[config.mk]
export PLATFORM = sky130hd
export DESIGN_NAME = uart_num_tx
export DESIGN_NICKNAME = d
export VERILOG_FILES = /design/src/rtl/uart_num_tx.sv
export SDC_FILE = /design/constraint.sdc
export NUM_CORES = 1
export LEC_CHECK = 0
export CAP_MARGIN = 5
export CORE_MARGIN = 10
export CORE_UTILIZATION = 30
export DETAILED_ROUTE_END_ITERATION = 7
export PLACE_DENSITY_LB_ADDON = 0.25
export SYNTH_ARGS = -nofsm -noshare
export SYNTH_HDL_FRONTEND = slang
export SYNTH_SLANG_ARGS = --single-unit
[constraint.sdc]
create_clock -name mclk -period 4.83 [get_ports mclk]
set_input_delay 1.2075 -clock mclk [delete_from_list [all_inputs] [get_ports mclk]]
set_output_delay 1.2075 -clock mclk [all_outputs]
set_load 0.02 [all_outputs]
[src/rtl/uart_num_tx.sv]
// uart_num_tx: turns a binary value into an ASCII number string (decimal or
// uppercase hex) and hands it to uart_tx one byte at a time. Leading zeros
// can be suppressed (the last digit is always sent) and CR/LF can be appended.
//
// Ports:
//   mclk      - system clock
//   reset     - synchronous, active-high reset
//   start     - one-cycle request; value sampled on the same edge
//   value     - binary number to print (WIDTH bits)
//   busy      - high from the cycle after an accepted start until done
//   done      - one-cycle pulse after the last character is accepted
//   overflow  - captured with start: value does not fit in DIGITS digits
//   tx_data   - byte to uart_tx data
//   tx_strobe - one-cycle pulse to uart_tx data_strobe
//   tx_ready  - uart_tx ready
module uart_num_tx #(
    parameter int WIDTH       = 16,
    parameter int DIGITS      = 5,
    parameter int HEX         = 0,
    parameter int LZ_SUPPRESS = 1,
    parameter int EOL         = 1
) (
    input  logic             mclk,
    input  logic             reset,
    input  logic             start,
    input  logic [WIDTH-1:0] value,
    output logic             busy,
    output logic             done,
    output logic             overflow,
    output logic [7:0]       tx_data,
    output logic             tx_strobe,
    input  logic             tx_ready
);

    localparam int DW = DIGITS * 4;
    localparam int EW = (WIDTH > DW) ? WIDTH : DW;
    localparam int LW = (WIDTH > DW + 1) ? WIDTH : DW + 1;
    localparam int PW = (DIGITS > 1) ? $clog2(DIGITS) : 1;
    localparam int CW = $clog2(WIDTH + 1);

    typedef enum logic [2:0] {
        IDLE, CONVERT, LOAD, SEND, WAIT_BUSY, WAIT_DONE, FINISH
    } state_t;

    typedef enum logic [1:0] {PH_DIG, PH_CR, PH_LF} phase_t;

    // Smallest value that no longer fits: 10^DIGITS or 16^DIGITS.
    function automatic logic [LW-1:0] calc_limit();
        logic [LW-1:0] r;
        r = LW'(1);
        for (int unsigned i = 0; i < DIGITS; i++) begin
            r = r * LW'((HEX != 0) ? 16 : 10);
        end
        return r;
    endfunction

    localparam logic [LW-1:0] LIMIT = calc_limit();

    state_t            state_q, state_d;
    phase_t            phase_q, phase_d;
    logic [DW-1:0]     dig_q, dig_d;
    logic [WIDTH-1:0]  sh_q, sh_d;
    logic [CW-1:0]     cnt_q, cnt_d;
    logic [PW-1:0]     ptr_q, ptr_d;
    logic              busy_q, busy_d;
    logic              done_q, done_d;
    logic              ovf_q, ovf_d;
    logic [7:0]        data_q, data_d;
    logic              strobe_q, strobe_d;

    logic [EW-1:0]     value_ext;
    logic [DW-1:0]     adj;
    logic [PW-1:0]     lead;
    logic [3:0]        cur_digit;
    logic [7:0]        cur_char;
    logic              last;

    assign value_ext = EW'(value);
    assign cur_digit = dig_q[{ptr_q, 2'b00} +: 4];

    always_comb begin
        cur_char = 8'h0D;
        case (phase_q)
            PH_DIG:  cur_char = (cur_digit < 4'd10) ? (8'h30 + {4'h0, cur_digit})
                                                    : (8'h37 + {4'h0, cur_digit});
            PH_CR:   cur_char = 8'h0D;
            PH_LF:   cur_char = 8'h0A;
            default: cur_char = 8'h0D;
        endcase
    end

    always_comb begin
        state_d  = state_q;
        phase_d  = phase_q;
        dig_d    = dig_q;
        sh_d     = sh_q;
        cnt_d    = cnt_q;
        ptr_d    = ptr_q;
        busy_d   = busy_q;
        done_d   = 1'b0;
        ovf_d    = ovf_q;
        data_d   = data_q;
        strobe_d = 1'b0;
        adj      = dig_q;
        lead     = '0;
        last     = 1'b0;

        case (state_q)
            IDLE: begin
                if (start) begin
                    ovf_d   = (LW'(value) >= LIMIT);
                    busy_d  = 1'b1;
                    phase_d = PH_DIG;
                    cnt_d   = '0;
                    if (HEX != 0) begin
                        dig_d   = value_ext[DW-1:0];
                        state_d = LOAD;
                    end else begin
                        dig_d   = '0;
                        sh_d    = value;
                        state_d = CONVERT;
                    end
                end
            end
            CONVERT: begin
                // Double-dabble step: correct every BCD digit >= 5, then shift
                // in the next value bit. Carries out of the top digit are lost,
                // which leaves value mod 10^DIGITS.
                for (int unsigned i = 0; i < DIGITS; i++) begin
                    if (dig_q[4*i +: 4] >= 4'd5) begin
                        adj[4*i +: 4] = dig_q[4*i +: 4] + 4'd3;
                    end
                end
                dig_d = {adj[DW-2:0], sh_q[WIDTH-1]};
                sh_d  = sh_q << 1;
                cnt_d = cnt_q + CW'(1);
                if (cnt_q == CW'(WIDTH - 1)) begin
                    state_d = LOAD;
                end
            end
            LOAD: begin
                // Ascending scan leaves the highest non-zero digit; all-zero
                // gives index 0 so the final '0' is still printed.
                for (int unsigned i = 0; i < DIGITS; i++) begin
                    if (dig_q[4*i +: 4] != 4'd0) begin
                        lead = PW'(i);
                    end
                end
                ptr_d   = (LZ_SUPPRESS != 0) ? lead : PW'(DIGITS - 1);
                state_d = SEND;
            end
            SEND: begin
                if (tx_ready) begin
                    data_d   = cur_char;
                    strobe_d = 1'b1;
                    state_d  = WAIT_BUSY;
                end
            end
            WAIT_BUSY: begin
                if (!tx_ready) begin
                    state_d = WAIT_DONE;
                end
            end
            WAIT_DONE: begin
                if (tx_ready) begin
                    state_d = SEND;
                    case (phase_q)
                        PH_DIG: begin
                            if (ptr_q != '0) begin
                                ptr_d = ptr_q - PW'(1);
                            end else if (EOL != 0) begin
                                phase_d = PH_CR;
                            end else begin
                                last = 1'b1;
                            end
                        end
                        PH_CR:   phase_d = PH_LF;
                        default: last = 1'b1;
                    endcase
                    if (last) begin
                        state_d = FINISH;
                        done_d  = 1'b1;
                        busy_d  = 1'b0;
                    end
                end
            end
            FINISH: begin
                state_d = IDLE;
            end
            default: begin
                state_d = IDLE;
            end
        endcase
    end

    always_ff @(posedge mclk) begin
        if (reset) begin
            state_q  <= IDLE;
            phase_q  <= PH_DIG;
            dig_q    <= '0;
            sh_q     <= '0;
            cnt_q    <= '0;
            ptr_q    <= '0;
            busy_q   <= 1'b0;
            done_q   <= 1'b0;
            ovf_q    <= 1'b0;
            data_q   <= '0;
            strobe_q <= 1'b0;
        end else begin
            state_q  <= state_d;
            phase_q  <= phase_d;
            dig_q    <= dig_d;
            sh_q     <= sh_d;
            cnt_q    <= cnt_d;
            ptr_q    <= ptr_d;
            busy_q   <= busy_d;
            done_q   <= done_d;
            ovf_q    <= ovf_d;
            data_q   <= data_d;
            strobe_q <= strobe_d;
        end
    end

    assign busy      = busy_q;
    assign done      = done_q;
    assign overflow  = ovf_q;
    assign tx_data   = data_q;
    assign tx_strobe = strobe_q;

endmodule

* Word level (Yosys, flattened, before mapping) *
Cells that the tools add are included.

word-level totals
  input port bits = 20
  logic and storage cells = 108
  flip-flop bits (word level) = 60
  output and inout bits = 12

operators by class
  add/sub/neg operators = 9
  bitwise operators = 3
  reduce and logical (&&, ||, !) cells = 19
  shifts and indexed selects = 1
  eq/ne operators = 18
  magnitude comparators = 6
  muxes and demuxes = 42

operator list
  operator             number
  $pmux 20 s2          1
  $mux 3               13
  $pmux 16 s2          1
  $ge 4x3->1 const B   5
  $mux 20              1
  $shiftx 20x6->4      1
  $pmux 3 s6           1
  $add 4x2->4 const B  4
  $mux 16              1
  $mux 4               4
  $reduce_bool 4->1    4
  $add 6x4->7 const A  2
  $ne 2x2->1 const B   7
  $pmux 7 s2           1
  $pmux 5 s2           1
  $reduce_and 5->1     2
  $mux 1               9
  $pmux 2 s2           2
  $reduce_and 4->1     2
  $mux 7               1
  $eq 3x2->1 const B   2
  $eq 3x3->1 const B   2
  $mux 2               3
  $pmux 3 s2           1
  other kinds (21)     27

* Depth between registers and ports, before layout *
Gate-level depths: netlist (run 1).

  word-level depth = 8
  depth in mapped cells = 9
  gate-level depth less buffers = 8

* Worst setup path before layout (run 1) *
Ideal clock, no wire load.

  kind = input -> register
  from = input tx_ready
  to = register data_q[4], in the netlist tx_data[4]
  setup time = 0.088 ns
  data required time = 4.742 ns
  data arrival time = 2.301 ns
  path slack = 2.441 ns
  stages on the path = 7
  path through = buf_2 -> nand2_1 -> or3_1 -> buf_2 -> nor3_4 -> a21oi_1 -> a311oi_2

between the ends
  word-level cells in the longest chain between the ends = 1

ends and longest elaborated chain
  item                        RTL line  source
  start: declaration          32        input logic tx_ready
  $reduce_and 2->1 (no line)  n/a
  end signal: assignment      219       data_q <= data_d;
  end: declaration            68        logic [7:0] data_q, data_d;

No other way between the ends.
A chain may end at the register's enable or synchronous reset.

* Worst setup path in the final report (run 1) *
Same ends and word-level chain as after synthesis.

==> flow_metrics.env, run 1 <==
export IMPL_status="complete, no violations"
export IMPL_critical_path_peak_fanout=15
export IMPL_fp_dieW_um=124
export IMPL_postCtsResizedCells=0
export IMPL_drv_slew=0
export IMPL_start_util_pct=31.1
export IMPL_first_global_vias=2691
export IMPL_final_number_of_hold_violating_endpoints=0
export IMPL_post_cts_buffers=0
export IMPL_detail_route_wl_per_cell_um=13.8
export IMPL_cts_root_buf="clkbuf_8"
export IMPL_drt_iter0_drc=163
export IMPL_diodes=0
export IMPL_cts_htree_levels=3
export IMPL_cts_hold_buffers_added=0
export IMPL_reg2regPathDepth=8
export IMPL_timing_critical_path_from_type="input pin"
export IMPL_worst_slew_margin_rel_pct=37.4
export IMPL_ys_async_sr_fraction_pct=0
export IMPL_cts_tree="built"
export IMPL_initial_antenna_violation_count=0
export IMPL_ys_types=54
export IMPL_tightest_slew_ns=0.936
export IMPL_layout_drive_gt1_share_pct=8.75
export IMPL_synth_enable_flop_cells=0
export IMPL_placeableCoreArea_sq_um=10400
export IMPL_p_per_area_nw_per_um2=336
export IMPL_cts_clk_slew_worst_paths_ns=0.08
export IMPL_antenna_left=0
export IMPL_synth_top_cells_by_count="dfxtp_1, a21oi_1, nand2_1, nor2_1, nand3_1"
export IMPL_hold_start="sh_q[11]$_SDFFE_PP0P_"
export IMPL_netlist_area_sq_um=3240
export IMPL_setup_repair_after_global_routing_missed_its_margin="no"
export IMPL_routed_via_count=2848
export IMPL_syn_mean_instance_area_sq_um=8.03
export IMPL_global_route_wire_length_before_repair_mm=12.9
export IMPL_fin_cells=559
export IMPL_core_rowCount=37
export IMPL_numClockSinks=59
export IMPL_timing_critical_path_arrival_ns=3.06
export IMPL_timing_rr_start="state_q[0]$_SDFFE_PP0P_"
export IMPL_placed_cells_incl_taps=543
export IMPL_areaGrowthSynthToFinish_pct=17.3
export IMPL_main_area_contributors_after_synthesis="dfxtp_1, a21oi_1, ha_1"
export IMPL_clock_fmax_ghz=0.358
export IMPL_ctsLongestPathBuffers=2
export IMPL_cts_buffers=9
export IMPL_finalWorstSetupSlack_ns=2.04
export IMPL_fin_util_pct=36.5
export IMPL_globalplace_congestion=0.849
export IMPL_clock_insertion_delay_worst_skew_ns=0.35
export IMPL_cap_violations=0
export IMPL_timing_worst_setup_path_type="input pin to flip-flop"
export IMPL_grt_overflow_total=0
export IMPL_r2r_slack_ns=2.58
export IMPL_drt_drc_violations_left=0
export IMPL_overall_global_routing_resource_usage_pct=10.5
export IMPL_io_pins=32
export IMPL_dp_worst_setup_slack_ns=1.68
export IMPL_layout_nets=453
export IMPL_timing_setup_tns_ns=0
export IMPL_hpwlAfterDp_mm=5.25
export IMPL_floorplan_die_area_sq_um=15400
export IMPL_hold_end="sh_q[11]$_SDFFE_PP0P_"
export IMPL_hold_class="flip-flop to flip-flop"
export IMPL_finalSetupViolations=0
export IMPL_synth_sequential_area_ratio_pct=36.4
export IMPL_n_fill_cell=1097
export IMPL_yosysMostFrequentCell="dfxtp_1"
export IMPL_synthesis_yosys_warnings=0
export IMPL_timing_hold_worst_path_depth=2
export IMPL_buffer_ports_inserted=29
export IMPL_die_h_um=124
export IMPL_drt_first_pass_iters=4
export IMPL_flip_flop_and_latch_count_after_synthesis=59
export IMPL_ys_dominant_reg_cell="dfxtp_1"
export IMPL_final_min_clock_period_ns=2.79
export IMPL_routed_wirelength_mm=7.71
export IMPL_p_leak_nw=1.27
export IMPL_endpoint_kind="flip-flop"
export IMPL_worst_ir_drop_on_vdd_mv=0.184
export IMPL_synth_top_cell_area_share_pct=36.4
export IMPL_overall_power_mw=1.28
export IMPL_clock_skew_final_ns=0.00639
export IMPL_post_route_period_util_pct=57.8
export IMPL_critical_path_reg2reg_endpoint="sh_q[5]$_SDFFE_PP0P_"
export IMPL_netlist_instances=404
export IMPL_grt_max_degree=48
export IMPL_cp_data_required_time_ns=5.10
export IMPL_synth_area_leader_cell="dfxtp_1"
export IMPL_via_per_inst=5.09
## cells in the final DEF, fill, tap and decap left out, types with 2 or more instances in the layout
master           Yosys  layout
nand2b_1             6       6
o32ai_2              2       2
or3_1                2       2
inv_1               17      17
nand3b_1             3       3
clkdlybuf4s50_1      0      28
xor2_1               4       4
a31oi_1              8       8
a211o_1              2       2
nand2_1             42      42
o21ai_1              4       4
o22ai_1              3       3
clkinv_4             0       2
conb_1               1       2
inv_2                3       3
buf_4                4       5
ha_1                15      15
a211oi_1             4       4
xnor2_1              6       6
nand4_1              2       2
dfxtp_1             59      59
nor4b_1              2       2
nor3_1              13      13
mux2i_1              5       5
a21oi_1             55      55
nor2_1              34      34
and3_1               2       2
nand3_1             25      25
clkbuf_8             2       9
a22oi_1             16      16
nor2b_1              3       3
bufinv_16            0       3
o21ai_0             13      13
o221a_2              2       2
## cells by family after synthesis
group | synth area share [%]
XOR/XNOR | 2.70
adder cells (fa/ha/maj) | 5.78
buffers and inverters | 8.18
other | 0.116
flip-flops | 36.4
AND/OR/NAND/NOR | 20.7
AO/OA/AOI/OAI | 23.8
multiplexers | 2.24
## per-layer routing
| metal | vias to the layer above | track usage [%] | share of wire (%) |
|---|---|---|---|
| li1 | 1455 | - | - |
| met1 | 1331 | 13.1 | 49 |
| met2 | 54 | 16.3 | 45 |
| met3 | 8 | 3.89 | 5.1 |
| met4 | 0 | 3.45 | 1.2 |
| met5 | - | 0 | 0 |
## how the worst max path moves through the flow
stage,from,end,slack (ns),depth (start not counted)
after global placement,tx_ready,tx_data[4]$_SDFFE_PP0P_,1.73,6
final,tx_ready,tx_data[4]$_SDFFE_PP0P_,2.04,6
after global routing,tx_ready,tx_data[1]$_SDFFE_PP0P_,1.88,6
after CTS,tx_ready,tx_data[4]$_SDFFE_PP0P_,2.06,6
after floorplan,tx_ready,tx_data[4]$_SDFFE_PP0P_,2.44,7
after detailed placement,tx_ready,tx_data[4]$_SDFFE_PP0P_,1.68,6
## registers in the layout, summed over array words and instances, names as in the netlist
| name | flops |
|---|---|
| busy | 1 |
| cnt_q | 5 |
| dig_q | 20 |
| done | 1 |
| phase_q | 2 |
| ptr_q | 3 |
| sh_q | 16 |
| state_q | 3 |
| tx_data | 7 |
| tx_strobe | 1 |
## power breakdown
| group | internal, mW | switching, mW | leakage (nW) |
|---|---|---|---|
| Clock | 0.346 | 0.222 | 0.120 |
| Combinational | 0.0657 | 0.111 | 0.667 |
| Sequential | 0.508 | 0.0250 | 0.479 |
| Total | 0.920 | 0.358 | 1.27 |
## stage by stage
stage / hold slack, ns / instance area [sq um]
after floorplan: 0.433 / 3250
after global placement: 0.438 / 3560
after detailed placement: 0.450 / 3560
after CTS: 0.461 / 3800
after global routing: 0.483 / 3800
final: 0.459 / 3800
## final cells by class
class	instances	area, sq um	share of cell area (%)
tap	136	170	4.47
timing repair buffer	34	323	8.48
sequential	59	1180	31.0
clock inverter	7	124	3.26
clock buffer	9	124	3.26
multi-input combinational	294	1810	47.5
inverter	20	75.1	1.97
## worst max-delay path, stage by stage
cell	delay (ns)
clkdlybuf4s50_1	0.61
nand2_1	0.10
or3_1	0.56
nor3_4	0.27
a21oi_1	0.08
a311oi_2	0.24
No activity file was read; power rests on OpenSTA's default activity.
==> inputs of run 2 (changes only) <==
==> constraint.sdc (replaced) <==
create_clock -name mclk -period 2.75 [get_ports mclk]
set_input_delay 0.6875 -clock mclk [delete_from_list [all_inputs] [get_ports mclk]]
set_output_delay 0.6875 -clock mclk [all_outputs]
set_load 0.02 [all_outputs]
==> run 2 against run 1 <==
  * Sequential share of layout area fell by 0.14 points
  * Setup slack lost 1.5 ns
  * Highest routed layer unchanged
  * Cell count is 0.54% higher
  * Sequential power is 75% higher
  * Largest power group unchanged
  * Register-to-register slack worse by 2.0 ns
  * Hold slack worse by 0.0032 ns
==> flow_metrics.env, run 2 (same netlist as run 1, synthesis figures left out) <==
export IMPL_status="complete, no violations"
export IMPL_core_rowCount=37
export IMPL_timing_worst_setup_path_type="flip-flop to flip-flop"
export IMPL_path_buf_inv=1
export IMPL_layout_drive_gt1_share_pct=8.92
export IMPL_p_per_area_nw_per_um2=587
export IMPL_cell_at_the_slowest_stage_of_the_critical_path="dfxtp_1"
export IMPL_diodes=0
export IMPL_cap_violations=0
export IMPL_cts_htree_levels=3
export IMPL_drt_drc_violations_left=0
export IMPL_areaGrowthSynthToFinish_pct=17.8
export IMPL_drv_slew=0
export IMPL_dp_worst_setup_slack_ns=0.243
export IMPL_final_number_of_hold_violating_endpoints=0
export IMPL_timing_critical_path_max_delay_family="compound AO/OA/AOI/OAI gates"
export IMPL_floorplan_die_area_sq_um=15400
export IMPL_globalplace_congestion=0.769
export IMPL_worstPathCellList="mux2i_1 -> nor3_1 -> a311o_1 -> inv_1 -> ha_1 -> a311oi_1 -> a22oi_1 -> nor2_1"
export IMPL_overall_global_routing_resource_usage_pct=10.5
export IMPL_antenna_left=0
export IMPL_numClockSinks=59
export IMPL_largest_register_ffs=20
export IMPL_die_h_um=124
export IMPL_timing_critical_path_from_type="flip-flop"
export IMPL_hold_class="flip-flop to flip-flop"
export IMPL_regMostFlops="dig_q"
export IMPL_max_stage_delay_ns=0.60
export IMPL_global_route_wire_length_before_repair_mm=13.1
export IMPL_initial_antenna_violation_count=0
export IMPL_tightest_slew_ns=0.805
export IMPL_drt_iter0_drc=183
export IMPL_cts_tree="built"
export IMPL_timing_critical_path_arrival_ns=2.50
export IMPL_clock_fmax_ghz=0.451
export IMPL_start_util_pct=31.1
export IMPL_worst_ir_drop_on_vdd_mv=0.326
export IMPL_cts_hold_buffers_added=0
export IMPL_fp_dieW_um=124
export IMPL_critical_path_peak_fanout=9
export IMPL_cp_data_required_time_ns=3.03
export IMPL_grt_overflow_total=0
export IMPL_routed_wirelength_mm=7.76
export IMPL_hpwlAfterDp_mm=5.24
export IMPL_first_global_vias=2712
export IMPL_worst_slew_margin_rel_pct=46.4
export IMPL_cts_root_buf="clkbuf_8"
export IMPL_post_cts_buffers=0
export IMPL_routed_via_count=2845
export IMPL_drt_first_pass_iters=4
export IMPL_finalSetupViolations=0
export IMPL_cts_buffers=9
export IMPL_final_min_clock_period_ns=2.22
export IMPL_clock_insertion_delay_worst_skew_ns=0.35
export IMPL_final_common_cell="dfxtp_1"
export IMPL_timing_setup_tns_ns=0
export IMPL_endpoint_kind="flip-flop"
export IMPL_n_fill_cell=1082
export IMPL_finalWorstSetupSlack_ns=0.531
export IMPL_p_leak_nw=1.28
export IMPL_clock_skew_final_ns=0.0107
export IMPL_post_route_period_util_pct=80.7
export IMPL_grt_max_degree=41
export IMPL_postCtsResizedCells=0
export IMPL_launching_instance_or_port_of_the_critical_path="ptr_q[1]$_SDFFE_PP0P_"
export IMPL_layout_nets=456
export IMPL_buffer_ports_inserted=29
export IMPL_hold_start="sh_q[15]$_SDFFE_PP0P_"
export IMPL_most_used_cells_in_the_layout_excluding_fill_and_tap_cells="dfxtp_1, a21oi_1, nand2_1"
export IMPL_via_per_inst=5.06
export IMPL_setup_repair_after_global_routing_missed_its_margin="no"
export IMPL_placeableCoreArea_sq_um=10400
export IMPL_timing_rr_start="ptr_q[1]$_SDFFE_PP0P_"
export IMPL_cts_clk_slew_worst_paths_ns=0.07
export IMPL_ctsLongestPathBuffers=2
export IMPL_detail_route_wl_per_cell_um=13.8
export IMPL_io_pins=32
## run 2: worst register-to-register path, stage by stage (launching register included)
cell and delay [ns]:
dfxtp_1 0.60, mux2i_1 0.26, nor3_1 0.07, a311o_1 0.42, inv_1 0.13, ha_1 0.24
a311oi_1 0.25, a22oi_1 0.10, nor2_1 0.10
## run 2: worst paths after layout
path	depth (start not counted)	end	slack (ns)
worst max register to register	8	tx_data[1]$_SDFFE_PP0P_	0.53
worst min-delay path	2	dig_q[0]$_SDFFE_PP0P_	0.46
worst max-delay path	8	tx_data[1]$_SDFFE_PP0P_	0.53
worst min register to register	2	dig_q[0]$_SDFFE_PP0P_	0.46
## run 2: cell type report
class	count	area, sq um	share of cell area [%]
tap	136	170	4.45
timing repair buffer	37	345	9.03
clock buffer	12	145	3.80
multi-input combinational	294	1810	47.3
inverter	20	75.1	1.96
sequential	59	1180	30.9
clock inverter	4	97.6	2.55
## run 2: metal layers
metal,global-route usage (%),up-vias,wire [um],part of all wire (%)
met5,0,-,0,0
met4,4.53,0,135,1.7
met3,3.26,12,501,6.5
met2,16.7,65,3450,44
met1,13.0,1308,3680,47
li1,-,1460,-,-
## run 2: per-stage QoR
step | area (sq um) | instances | hold slack, ns | utilization [%] | power, mW
floorplan | 3250 | 405 | 0.433 | - | 1.18
finish | 3820 | 562 | 0.456 | 36.7 | 2.24
detailed placement | 3580 | 546 | 0.451 | 34.4 | 1.28
global route | 3820 | 562 | 0.473 | 36.7 | 2.35
global placement | 3580 | 546 | 0.443 | 34.4 | 1.27
CTS | 3820 | 562 | 0.462 | 36.7 | 2.28
## run 2: report_power, final
part	switching [mW]	internal (mW)	total (mW)
Clock	0.363	0.628	0.991
Sequential	0.0439	0.893	0.937
Combinational	0.196	0.120	0.316
Total	0.603	1.64	2.24
